### config.mk
export PLATFORM = sky130hd
export DESIGN_NAME = adder_seq_ctrl
export DESIGN_NICKNAME = d
export VERILOG_FILES = /design/src/rtl/adder_seq_pkg.sv /design/src/rtl/adder.sv /design/src/rtl/adder_seq_ctrl.sv
export SDC_FILE = /design/constraint.sdc
export NUM_CORES = 1
export LEC_CHECK = 0
export CAP_MARGIN = 20
export CORE_AREA = 2 2 120 122
export CTS_CLUSTER_DIAMETER = 50
export DETAILED_ROUTE_END_ITERATION = 7
export DIE_AREA = 0 0 122 124
export PLACE_DENSITY_LB_ADDON = 0.15
export SETUP_SLACK_MARGIN = 0.5
export SLEW_MARGIN = 20
export SYNTH_ARGS = -nofsm -noshare
export SYNTH_HDL_FRONTEND = slang
export SYNTH_SLANG_ARGS = --single-unit
### constraint.sdc
create_clock -name clk -period 3.43 [get_ports clk]
set_clock_uncertainty 0.05 [all_clocks]
set_input_delay 0.5145 -clock clk [delete_from_list [all_inputs] [get_ports clk]]
set_output_delay 0.5145 -clock clk [all_outputs]
set_load 0.02 [all_outputs]
### src/rtl/adder_seq_pkg.sv
// Shared constants and state encoding for the multi-precision adder sequencer.
// LIMB_W is fixed by the shared 8-bit adder datapath.
package adder_seq_pkg;

  localparam int LIMB_W    = 8;
  localparam int MAX_WORDS = 16;

  typedef enum logic [1:0] {
    IDLE,
    RUN,
    DONE
  } state_t;

endpackage

### src/rtl/adder.sv
// Shared 8-bit adder datapath: sum and carry-out of a + b + c_in.
module adder
  import adder_seq_pkg::*;
(
  input  logic [LIMB_W-1:0] a,
  input  logic [LIMB_W-1:0] b,
  input  logic              c_in,
  output logic [LIMB_W-1:0] sum,
  output logic              c_out
);

  assign {c_out, sum} = {1'b0, a} + {1'b0, b} + {{LIMB_W{1'b0}}, c_in};

endmodule

### src/rtl/adder_seq_ctrl.sv
// Multi-precision adder sequencer: adds WORDS-limb operands one limb per
// cycle, LSB first, through the shared 8-bit adder with a registered carry.
module adder_seq_ctrl
  import adder_seq_pkg::*;
#(
  parameter int WORDS = 4
) (
  input  logic                    clk,
  input  logic                    rst,
  input  logic                    req_valid,
  output logic                    req_ready,
  input  logic [WORDS*LIMB_W-1:0] req_a,
  input  logic [WORDS*LIMB_W-1:0] req_b,
  input  logic                    req_c_in,
  output logic                    rsp_valid,
  input  logic                    rsp_ready,
  output logic [WORDS*LIMB_W-1:0] rsp_sum,
  output logic                    rsp_c_out,
  output logic                    busy
);

  localparam int VEC_W = WORDS * LIMB_W;
  localparam int IDX_W = (WORDS > 1) ? $clog2(WORDS) : 1;
  localparam logic [IDX_W-1:0] LAST_IDX = IDX_W'(WORDS - 1);

  generate
    if (WORDS < 1 || WORDS > MAX_WORDS) begin : g_bad_words
      $error("adder_seq_ctrl: WORDS must be within 1..16");
    end
  endgenerate

  state_t           state;
  state_t           state_next;
  logic [VEC_W-1:0] a_q;
  logic [VEC_W-1:0] b_q;
  logic [VEC_W-1:0] result_q;
  logic             carry_q;
  logic [IDX_W-1:0] idx;

  logic [LIMB_W-1:0] limb_a;
  logic [LIMB_W-1:0] limb_b;
  logic [LIMB_W-1:0] limb_sum;
  logic              limb_c_out;

  // Select the current limb of each operand for the shared adder.
  always_comb begin
    limb_a = '0;
    limb_b = '0;
    for (int i = 0; i < WORDS; i++) begin
      if (idx == IDX_W'(i)) begin
        limb_a = a_q[i*LIMB_W +: LIMB_W];
        limb_b = b_q[i*LIMB_W +: LIMB_W];
      end
    end
  end

  adder u_adder (
    .a     (limb_a),
    .b     (limb_b),
    .c_in  (carry_q),
    .sum   (limb_sum),
    .c_out (limb_c_out)
  );

  always_ff @(posedge clk) begin
    if (rst) begin
      state <= IDLE;
    end else begin
      state <= state_next;
    end
  end

  // Handshake outputs are decoded from state alone, never from req_valid/rsp_ready.
  always_comb begin
    state_next = state;
    req_ready  = 1'b0;
    rsp_valid  = 1'b0;
    busy       = 1'b0;
    case (state)
      IDLE: begin
        req_ready = 1'b1;
        if (req_valid) begin
          state_next = RUN;
        end
      end
      RUN: begin
        busy = 1'b1;
        if (idx == LAST_IDX) begin
          state_next = DONE;
        end
      end
      DONE: begin
        busy      = 1'b1;
        rsp_valid = 1'b1;
        if (rsp_ready) begin
          state_next = IDLE;
        end
      end
      default: state_next = IDLE;
    endcase
  end

  always_ff @(posedge clk) begin
    if (rst) begin
      a_q      <= '0;
      b_q      <= '0;
      result_q <= '0;
      carry_q  <= 1'b0;
      idx      <= '0;
    end else begin
      case (state)
        IDLE: begin
          if (req_valid) begin
            a_q     <= req_a;
            b_q     <= req_b;
            carry_q <= req_c_in;
            idx     <= '0;
          end
        end
        RUN: begin
          carry_q <= limb_c_out;
          for (int i = 0; i < WORDS; i++) begin
            if (idx == IDX_W'(i)) begin
              result_q[i*LIMB_W +: LIMB_W] <= limb_sum;
            end
          end
          if (idx != LAST_IDX) begin
            idx <= idx + 1'b1;
          end
        end
        default: ;
      endcase
    end
  end

  // Result and carry registers stay frozen through DONE until the handshake.
  assign rsp_sum   = result_q;
  assign rsp_c_out = carry_q;

endmodule

-- Yosys cells after proc, flatten, opt, wreduce, memory -nomap -nowiden
Index checks and enable logic that the tools add are counted.
W data, S select, Z words.
- add/sub/neg operators: 3
- $mul: 0
- div/mod/pow operators: 0
- magnitude comparators: 0
- eq/ne operators: 10
- shift-type cells: 0
- mux-type cells: 20
- bitwise operators: 0
- reduce and logical (&&, ||, !) cells: 12
- operator list (cell ; number):
    $mux W8 ; 8
    $reduce_and A2 Y1 ; 6
    $mux W2 ; 5
    $ne A2 B2 Y1 const B ; 5
    $add A8 B8 Y9 ; 1
    $add A9 B1 Y9 ; 1
    $eq A2 B2 Y1 const B ; 3
    $pmux W2 S3 ; 1
    $reduce_and A3 Y1 ; 2
    $eq A2 B1 Y1 const B ; 2
    $logic_not A2 Y1 ; 2
    $mux W1 ; 4
    $pmux W2 S2 ; 1
    $add A2 B1 Y2 const B ; 1
    $pmux W1 S2 ; 1
    $reduce_bool A2 Y1 ; 1
    $reduce_or A2 Y1 ; 1
- bits in registers: 101
- bits in latches: 0
- RAM bits: 0
- bits in read-only memories: 0
- logic and storage cells: 54
- memories: 0

-- Longest topological paths before layout
Gate-level depths: netlist of the first run.
- word-level depth: 8
- gate-level depth with buffers: 14
- gate-level depth less buffers: 13

-- Cells and area by module
From an unflattened synthesis of the first run, not the netlist that was laid out.
- cells, all modules: 618
- area total of the unflattened synthesis: 4695.8 um^2
- by module, submodules not included (module ; times used ; cells each ; area an instance (um^2) ; sequential area each (um^2)):
    adder_seq_ctrl ; 1 ; 578 ; 4364.2 ; 2021.9
    adder ; 1 ; 40 ; 331.6 ; 0.0

-- Worst setup path before layout of the first run
OpenSTA, ideal clock, no wires.
- path kind: register to register
- start: register idx[1]
- end: register result_q[14] (netlist: rsp_sum[14])
- data arrival time: 2.644 ns
- data required time: 3.254 ns
- setup slack: 0.610 ns
- stages on the path, launching flop included: 14
- path buffers: 1
- cell sequence: dfxtp_1 > inv_1 > ha_1 > clkbuf_1 > a21oi_1 > o21ai_0 > mux2i_1 > fa_1 > inv_1 > fa_1 > a211oi_2 > or2_4 > a211oi_2 > o21ai_1
- cells in the longest elaborated chain, start to end: 7
- elaborated cells on any way between the ends: 15
- those cells by class: add/sub (2); eq/ne (3); mux (8); reduce/logical (2)
- ends and longest elaborated chain (what ; line ; source):
    start: declaration ; adder_seq_ctrl.sv:38 ; logic [IDX_W-1:0] idx;
    start signal: assignment ; adder_seq_ctrl.sv:128 ; idx <= idx + 1'b1;
    $logic_not A2 Y1 ; adder_seq_ctrl.sv:50 ; if (idx == IDX_W'(i)) begin
    $mux W8 (4 in a row) ; adder_seq_ctrl.sv:50 ;
    $add A8 B8 Y9 ; adder.sv:12 ; assign {c_out, sum} = {1'b0, a} + {1'b0, b} + {{LIMB_W{1'b0}}, c_in};
    $add A9 B1 Y9 ; adder.sv:12 ;
    end signal: indexed assignment ; adder_seq_ctrl.sv:124 ; result_q[i*LIMB_W +: LIMB_W] <= limb_sum;
    end: declaration ; adder_seq_ctrl.sv:36 ; logic [VEC_W-1:0] result_q;
Several ways; a longest one is shown, not always the timed one.
A chain may end at the register's enable or synchronous reset.

-- Worst setup path after layout of the first run
- start: register idx[1]
- end: register carry_q (netlist: rsp_c_out)
- cells in the longest elaborated chain, start to end: 8
- elaborated cells on any way between the ends: 15
- those cells by class: add/sub (2); eq/ne (3); mux (9); reduce/logical (1)
- ends and longest elaborated chain (what ; line ; source):
    $logic_not A2 Y1 ; adder_seq_ctrl.sv:50 ;
    $mux W8 (4 in a row) ; adder_seq_ctrl.sv:50 ;
    $add A8 B8 Y9 * ; adder.sv:12 ;
    $add A9 B1 Y9 * ; adder.sv:12 ;
    $pmux W1 S2 * ; adder_seq_ctrl.sv:111 ; case (state)
    end signal: assignment ; adder_seq_ctrl.sv:116 ; carry_q <= req_c_in;
    end signal: assignment ; adder_seq_ctrl.sv:121 ; carry_q <= limb_c_out;
    end: declaration ; adder_seq_ctrl.sv:37 ; logic carry_q;
Every way passes the cells marked *; elsewhere a longest branch is shown, timed or not.

==> metrics.txt, run 1 <==
first-pass GRT wire length=20900 um; Final Core Density=0.4570; max_cap viols=0; synthesized area=0.004781 mm2; delay-heaviest family, CP=compound AO/OA/AOI/OAI gates; clock slew seen by the registers of the worst setup and hold paths=0.07 ns; Max clock buf depth=2; stages on the worst setup path=14; share of layout cells above drive strength 1=0.08051; post-route cell area=0.006270 mm2; First-pass DRT Iterations=5; clock sinks=101; via count=4410; total gr overflow=0; number of buffers created by CTS=9; power per cell area=468.6 mW/mm2; via-per-instance ratio=4.966; worst min path class=reg -> reg; Final Max Tran Viols=0; row count=43; core area=0.01372 mm2; Fmax achieved=0.3450 GHz; RSZ-0062 raised after global routing=yes; Setup Crit Path Kind=reg -> reg; n_diodes=0; Ports=105; routed wire length=12990 um; die width=122 um; Slowest cell on crit path=fa_2; routability cong.=0.7940; hold depth=2; cells on worst reg2reg path=14; asr flop ratio synth=0; cells after synthesis=623; Final Hold Vio Count=0; Main synth FF type=dfxtp_1; CTS tree=yes; Root Driver=clkbuf_16; Worst Setup End Kind=flip-flop; Worst Path Required=3.61 ns; largest net degree at the start of global routing=99; Cell Chain, Critical Path=inv_4 > ha_4 > and3b_1 > a21oi_1 > o21ai_1 > mux2i_1 > fa_2 > inv_2 > fa_2 > a211oi_4 > buf_4 > o21ai_0 > a21oi_2 > o21ai_1; DP Area=0.005863 mm2; Min Hold Slack=0.4038 ns; vias in the first global route=4247; outcome=finished clean; Post-DRT Antenna Nets=0; Crit path arrival time=3.07 ns; starting DRC count in detailed routing=255; leak pwr=2.202 nW; synth warn=0; Setup TNS=0 ns; Yosys reg bits=101; worst relative slew slack=0.3232; Period Utilization, post-route=0.8450; initial antenna violation count=0; crit path max fanout=6; number of flops mapped to enable cells by yosys=0; Setup-failing EPs final=0; overall power=2.938 mW; Die Y=124 um; clock latency at the later pin of the worst-skew pair=0.34 ns; syn avg cell area=7.674 um2; Crit path buffers/inverters=3; die area=0.01513 mm2; final-stage net count=790; Total Routing Usage GR=0.1750; Seq/Total Area, Yosys=0.4229; HPWL after DPL=9426 um; Initial Util=0.3485; H-tree Lvls=3; # port buffers=104; Peak VDD IR=0.2410 mV; count of different cell masters after synthesis=48; drt drc=0; WL per Instance=14.63 um; Net Count, Synth=708; Worst Setup Start Kind=flip-flop; Worst path max stage delay=0.39 ns; Final Critical Period=2.898 ns; Tightest Pin Transition=1.015 ns; Syn-to-layout area delta=31.14%
-- metal layers --
metal	GRT usage	up-vias	routed length, um
met5	0	-	0
met1	0.2359	1988	6168
met3	0.03434	11	662
met2	0.2870	124	6020
li1	-	2287	-
met4	0.04670	0	141
-- layout by cell type (no fill, tap or decap), types with 3 or more instances in the layout --
cell type          n
o21ai_0           14
o21ai_1           15
inv_2              3
mux2i_1            3
ha_1               8
nand3b_1          15
a21oi_2            3
nand2_1          183
nand2_2            4
dfxtp_1           99
ha_2               4
o211ai_1          12
clkdlybuf4s50_1  103
and2_1             3
buf_4             11
nand2b_1           4
a211oi_1           9
a21oi_1          111
inv_1              8
nand3_1           16
nor3_1             6
clkbuf_16          9
nor2_1            15
nor4b_1            3
-- registers in the layout, summed over array words and instances, names as in the netlist --
| name | flops |
|---|---|
| a_q | 32 |
| b_q | 32 |
| idx | 2 |
| state | 2 |
| rsp_sum | 32 |
| rsp_c_out | 1 |
-- repair_timing --
item,in CTS,in global routing
endpoints found under the setup margin,20,21
setup buffers,0,4
gates resized for setup,13,19
pin swaps,2,14
hold buffers,0,0
-- metrics by stage --
step	instances	setup slack (ns)
floorplan	623	0.6100
global placement	870	0.4187
detailed placement	870	0.2977
CTS	884	0.5003
global route	888	0.3480
finish	888	0.5318
-- cell usage after synthesis, types with 2 or more instances --
| cell type | number | area (um2) |
|---|---|---|
| nor3b_1 | 2 | 15.01 |
| and3b_1 | 2 | 17.52 |
| buf_2 | 9 | 45.04 |
| mux2i_1 | 3 | 30.03 |
| ha_1 | 14 | 175.2 |
| nor2b_1 | 2 | 12.51 |
| o21ai_0 | 20 | 100.1 |
| fa_1 | 2 | 40.04 |
| a21oi_1 | 114 | 570.6 |
| nand2_2 | 4 | 25.02 |
| buf_6 | 4 | 45.04 |
| and2_1 | 4 | 25.02 |
| a21o_1 | 2 | 15.01 |
| dfxtp_1 | 101 | 2022 |
| a211oi_2 | 3 | 37.54 |
| nand2_1 | 184 | 690.7 |
| inv_1 | 11 | 41.29 |
| nor3_1 | 6 | 30.03 |
| clkbuf_1 | 22 | 82.58 |
| nand3b_1 | 15 | 112.6 |
| o21a_1 | 2 | 15.01 |
| nand3_1 | 16 | 80.08 |
| clkbuf_8 | 4 | 55.05 |
| buf_1 | 4 | 15.01 |
| a211oi_1 | 9 | 67.56 |
| o21ai_1 | 11 | 55.05 |
| nand2b_1 | 4 | 25.02 |
| a211o_1 | 2 | 17.52 |
| o211ai_1 | 12 | 90.09 |
| nor4b_1 | 3 | 26.28 |
| nor2_1 | 15 | 56.30 |
-- worst paths after layout --
path | slack (ns) | start | end
worst max-delay path | 0.53 | idx[1]$_SDFFE_PP0P_ | rsp_c_out$_SDFFE_PP0P_
worst min-delay path | 0.40 | a_q[0]$_SDFFE_PP0P_ | a_q[0]$_SDFFE_PP0P_
worst min register to register | 0.40 | a_q[0]$_SDFFE_PP0P_ | a_q[0]$_SDFFE_PP0P_
worst max register to register | 0.53 | idx[1]$_SDFFE_PP0P_ | rsp_c_out$_SDFFE_PP0P_
-- worst min-delay path, stage by stage (launching register included) --
cell	delay (ns)
dfxtp_1	0.31
nand2_1	0.05
a21oi_1	0.05
-- power by group --
part / internal [mW] / switching [mW] / total (mW) / leakage [nW]
Clock: 0.577 / 0.413 / 0.990 / 0.139
Combinational: 0.279 / 0.369 / 0.648 / 1.24
Sequential: 1.25 / 0.0467 / 1.30 / 0.827
-- cell families (layout without fill, tap and decap cells) --
group           Yosys count  in the layout  share of synthesized area
simple gates            263            263                     0.2439
compound gates          183            183                     0.2183
flops                   101            101                     0.4229
buf+inv                  56            141                    0.06176
fa+ha+maj                16             16                    0.04502
mux                       3              3                   0.006281
xor+xnor                  1              1                   0.001832
-- layout make-up --
| cell class | instances | area, um2 |
|---|---|---|
| flip-flops and latches | 101 | 2029 |
| fillers | 1407 | 7450 |
| clock inverters | 2 | 35.03 |
| well taps | 180 | 225.2 |
| inverters | 12 | 47.55 |
| clock buffers | 12 | 246.5 |
| repair buffers | 115 | 1134 |
| multi-input cells | 466 | 2552 |
(Power assumes the default switching activity.)
==> run 2, diff against run 1 <==
- clock period: 3.43 -> 2.7 ns (I/O delays scaled with it)
==> run 2 against run 1 <==
  * The run now ends with setup timing left
  * Global-route usage rose by 0.42 points
  * Die area stayed put
  * Sequential share of layout area decreased by 2.7 points
  * Power rose by 36%
  * First-iteration DRC count rose by 16%
  * Via count up 4.1%
  * Utilization is 4.1 points higher
  * Highest routed layer unchanged
  * Clock power increased by 38%
==> metrics.txt, run 2 (same netlist as run 1, synthesis figures left out) <==
Logic pwr share=0.246 (was 0.221); # port buffers=104 (unchanged); Die Y=124 um (unchanged); Crit path arrival time=2.96 ns (was 3.07 ns); clock power share=0.342 (was 0.337); worst relative slew slack=0.6076 (was 0.3232); die area=0.01513 mm2 (unchanged); routed wire length=13110 um (was 12990 um); hold depth=2 (unchanged); Initial Util=0.3485 (unchanged); FILL cells=1352 (was 1407); Max clock buf depth=2 (unchanged); most frequent cells in the layout=nand2_1, a21oi_1, clkdlybuf4s50_1 (unchanged); Tightest Pin Transition=0.5886 ns (was 1.015 ns); Worst Path Required=2.87 ns (was 3.61 ns); RSZ-0062 raised after global routing=yes (unchanged); Syn-to-layout area delta=42.95% (was 31.14%); vias in the first global route=4427 (was 4247); H-tree Lvls=3 (unchanged); share of layout cells above drive strength 1=0.1569 (was 0.08051); core area=0.01372 mm2 (unchanged); HPWL after DPL=9641 um (was 9426 um); stages on the worst setup path=13 (was 14); initial antenna violation count=0 (unchanged); Worst Setup Start Kind=flip-flop (unchanged); footprint of the multi-input gates=0.002718 mm2 (was 0.002552 mm2); commonest non-fill, non-tap cell in the layout=nand2_1 (unchanged); via count=4591 (was 4410); outcome=finished with violations (was finished clean); final-stage net count=832 (was 790); WL per Instance=14.06 um (was 14.63 um); Setup Crit Path Kind=reg -> reg (unchanged); R2R Setup Slk=-0.09 ns (was 0.53 ns); n_diodes=0 (unchanged); Worst path max stage delay=0.37 ns (was 0.39 ns); CTS tree=yes (unchanged); row count=43 (unchanged); Fmax achieved=0.3582 GHz (was 0.3450 GHz); Final Hold Vio Count=0 (unchanged); clock latency at the later pin of the worst-skew pair=0.35 ns (was 0.34 ns); Int Power=2.878 mW (was 2.109 mW); Worst Setup End Kind=flip-flop (unchanged); via-per-instance ratio=4.926 (was 4.966); max_cap viols=0 (unchanged); power per cell area=586.4 mW/mm2 (was 468.6 mW/mm2); first-pass GRT wire length=21430 um (was 20900 um); routability cong.=0.7908 (was 0.7940); net switching power=1.130 mW (was 0.8289 mW); Post-DRT Antenna Nets=0 (unchanged); clock sinks=101 (unchanged); Slowest cell on crit path=fa_2 (unchanged); delay-heaviest family, CP=compound AO/OA/AOI/OAI gates (unchanged); Reg power frac=0.412 (was 0.442); Ports=105 (unchanged); drt drc=0 (unchanged); Period Utilization, post-route=1.034 (was 0.8450); Root Driver=clkbuf_16 (unchanged); dpl ws=-0.2667 ns (was 0.2977 ns); crit path max fanout=6 (unchanged); die width=122 um (unchanged); Peak VDD IR=0.3199 mV (was 0.2410 mV); clock slew seen by the registers of the worst setup and hold paths=0.07 ns (about the same); leak pwr=2.468 nW (was 2.202 nW); starting DRC count in detailed routing=295 (was 255); total gr overflow=0 (unchanged); worst setup margin=-0.09166 ns (was 0.5318 ns); Seq. cell area=0.002027 mm2 (was 0.002029 mm2); worst min path class=reg -> reg (unchanged); Final Max Tran Viols=0 (unchanged); Setup TNS=-0.4850 ns (was 0 ns); cells on worst reg2reg path=13 (was 14); number of buffers created by CTS=9 (unchanged); Cell Chain, Critical Path=inv_4 > ha_4 > and3b_1 > a21oi_2 > o21ai_1 > mux2i_1 > fa_2 > inv_2 > fa_2 > a211oi_4 > nor4_4 > a211oi_4 > o21ai_1 (was inv_4 > ha_4 > and3b_1 > a21oi_1 > o21ai_1 > mux2i_1 > fa_2 > inv_2 > fa_2 > a211oi_4 > buf_4 > o21ai_0 > a21oi_2 > o21ai_1); First-pass DRT Iterations=5 (unchanged); Crit path buffers/inverters=2 (was 3); violated checks=setup timing; switching share of power=0.2819 (was 0.2821); largest net degree at the start of global routing=65 (was 99); Final Critical Period=2.792 ns (was 2.898 ns); Total Routing Usage GR=0.1792 (was 0.1750); Setup-failing EPs final=12 (was 0)
## run 2: changes by cell type in the layout (fill, tap and decap cells not counted), moves of 3 or more
cell,previous run,this run
buf_4,11,46
buf_6,0,4
a21oi_1,111,107
ha_1,8,5
buf_12,1,4
o21ai_0,14,6
ha_4,2,7
o21ai_1,15,20
## run 2: worst paths after layout
path / startpoint / endpoint
max: idx[1]$_SDFFE_PP0P_ / rsp_sum[22]$_SDFFE_PP0P_
min: a_q[18]$_SDFFE_PP0P_ / a_q[18]$_SDFFE_PP0P_
max reg2reg: idx[1]$_SDFFE_PP0P_ / rsp_sum[22]$_SDFFE_PP0P_
min reg2reg: a_q[18]$_SDFFE_PP0P_ / a_q[18]$_SDFFE_PP0P_
## run 2: cell type report
type	instances	share of cell area
clock buffer	10	0.03350
clock inverter	6	0.01263
timing repair buffer	157	0.2197
multi-input combinational	466	0.3977
tap	180	0.03295
sequential	101	0.2966
inverter	12	0.006957
## run 2: what timing repair did
action	in CTS	in global routing
endpoints found under the setup margin	34	32
hold buffers	0	0
gates resized for setup	21	30
pin swaps	9	17
setup buffers	4	4
## run 2: power groups by stage
stage	Clock [mW]	Sequential, mW	Combinational (mW)
after CTS	1.40	1.65	0.929
after detailed placement	0	1.69	0.883
after floorplan	0	1.69	0.525
after global placement	0	1.68	0.867
final	1.37	1.65	0.986
after global routing	1.46	1.66	1.09
## run 2: metrics by stage
| step | power (mW) | instance area [um2] | cells | util | hold WS [ns] |
|---|---|---|---|---|---|
| CTS | 3.979 | 6670 | 928 | 0.4862 | 0.4060 |
| finish | 4.008 | 6834 | 932 | 0.4981 | 0.4043 |
| floorplan | 2.218 | 4856 | 623 | - | 0.3820 |
| global placement | 2.552 | 6237 | 908 | 0.4546 | 0.3938 |
| detailed placement | 2.568 | 6237 | 908 | 0.4546 | 0.3966 |
| global route | 4.213 | 6834 | 932 | 0.4981 | 0.4196 |
## run 2: worst min-delay path, cell delays in order (launching register included)
cell     delay, ns
dfxtp_1       0.31
nand2_1       0.05
a21oi_1       0.05
## run 2: per-layer routing
| layer | track usage | wire, um | vias up |
|---|---|---|---|
| met5 | 0 | 0 | - |
| met4 | 0.06681 | 137 | 0 |
| met3 | 0.02518 | 588 | 9 |
| met2 | 0.2933 | 6063 | 108 |
| met1 | 0.2409 | 6318 | 2101 |
| li1 | - | - | 2373 |
==> variant (settings of run 1) <==
The parameter `WORDS` goes from 4 to 2.
--- a/src/rtl/adder_seq_ctrl.sv
+++ b/src/rtl/adder_seq_ctrl.sv
@@ -3,7 +3,7 @@
 module adder_seq_ctrl
   import adder_seq_pkg::*;
 #(
-  parameter int WORDS = 4
+  parameter int WORDS = 2
 ) (
   input  logic                    clk,
   input  logic                    rst,
Interface: changed (resized req_a, req_b and rsp_sum); port bits go from 105 to 57. The function was not compared with the original's and may differ.
==> variant against run 1 <==
- hold slack about the same
- cell area fell by 47%
- critical path depth is 6 lower
- worst setup slack better by 0.16 ns
- sequential cell count shrank 49
- sequential share of layout area decreased by 1.3 points
- via count down 51%
- wire length is 47% lower
- total power is 41% lower
- area after synthesis decreased by 49%
- sequential power down 46%
==> variant: results (changes against run 1) <==
Seq/Total Area, Yosys 42.64% (was 42.29%); placed cell count 528 (was 870); count of multi-input gates 229 (was 466); WHS Endpoint b_q[6] (was a_q[0]); GR Layer Usage met3 2.106% (was 3.434%); Max stage delay on crit path 0.37 ns (was 0.39 ns); Non-clk bufs 59 (was 115); vias in the first global route 2171 (was 4247); outcome finished, final reports clean (unchanged); largest net degree at the start of global routing 57 (was 99); storage element area 1041 um^2 (was 2029 um^2); post-synthesis net count 358 (was 708); DP HPWL 5.165 mm (was 9.426 mm); CTS H-tree depth 2 (was 3); reg2reg path depth 8 (was 14); buffer share of cell area 17.26% (was 18.08%); Seq Cell Count 52 (was 101); Pre-antenna DRT Iters 6 (was 5); post-synthesis adder-cell area fraction 6.766% (was 4.501%); wire length on met2 3.016 mm (was 6.020 mm); GRT met2 Usage 14.87% (was 28.70%); Mapped Cells 309 (was 623); DRT iter0 DRCs 106 (was 255); Filler cells 1532 (was 1407); invs w/o clock 8 (was 12); LEAKAGE 1.247 nW (was 2.202 nW); hold path startpoint b_q[6] (was a_q[0]); Worst Path Arrival 2.86 ns (was 3.07 ns); Nets 404 (was 790); insertion delay to the later sink of the worst-skew pair 0.29 ns (was 0.34 ns); slowest cell on the critical path dfxtp_1 (was fa_2); Seq group 0.000697 W (was 0.00130 W); gpl congestion 0.7452 (was 0.7940); multi-input logic area 1292 um^2 (was 2552 um^2); Post-Layout Cell Count 536 (was 888); Crit Path Max Fanout 20 (was 6); CTS-repair resized insts 0 (was 13); XOR/XNOR Fraction of Synth Area 0.7176% (was 0.1832%); CTS buffer count 5 (was 9); cell internal pwr 0.001233 W (was 0.002109 W); Critical path origin idx (was idx[1]); layout clock buffer count 7 (was 12); Pwr Density 520.1 nW/um^2 (was 468.6 nW/um^2); Clock buffers and inverters, area share 5.454% (was 4.490%)
[variant: cell types whose count changed after synthesis, moves of 12 or more]
cell / before / now
nand2_1: 184 / 90
nand3b_1: 15 / 0
mux2_2: 0 / 14
dfxtp_1: 101 / 52
a21oi_1: 114 / 51
o211ai_1: 12 / 0
o21ai_0: 20 / 3
[variant: how the worst max path moves through the flow]
stage,end,slack [ns],cells past startpoint
2_1_floorplan,rsp_c_out,0.73,10
3_3_place_gp,rsp_c_out,0.79,8
4_1_cts,rsp_c_out,0.69,8
6_report,rsp_c_out,0.70,8
5_1_grt,rsp_c_out,0.57,8
3_5_place_dp,rsp_c_out,0.70,8
[variant: through the flow]
stage | util [%] | hold WS, ns | cell area [um^2]
after floorplan | - | 0.3829 | 2441
after global placement | 23.08 | 0.3918 | 3167
after detailed placement | 23.08 | 0.3940 | 3167
after CTS | 24.41 | 0.4042 | 3349
after global routing | 24.41 | 0.4230 | 3349
final | 24.41 | 0.4037 | 3349
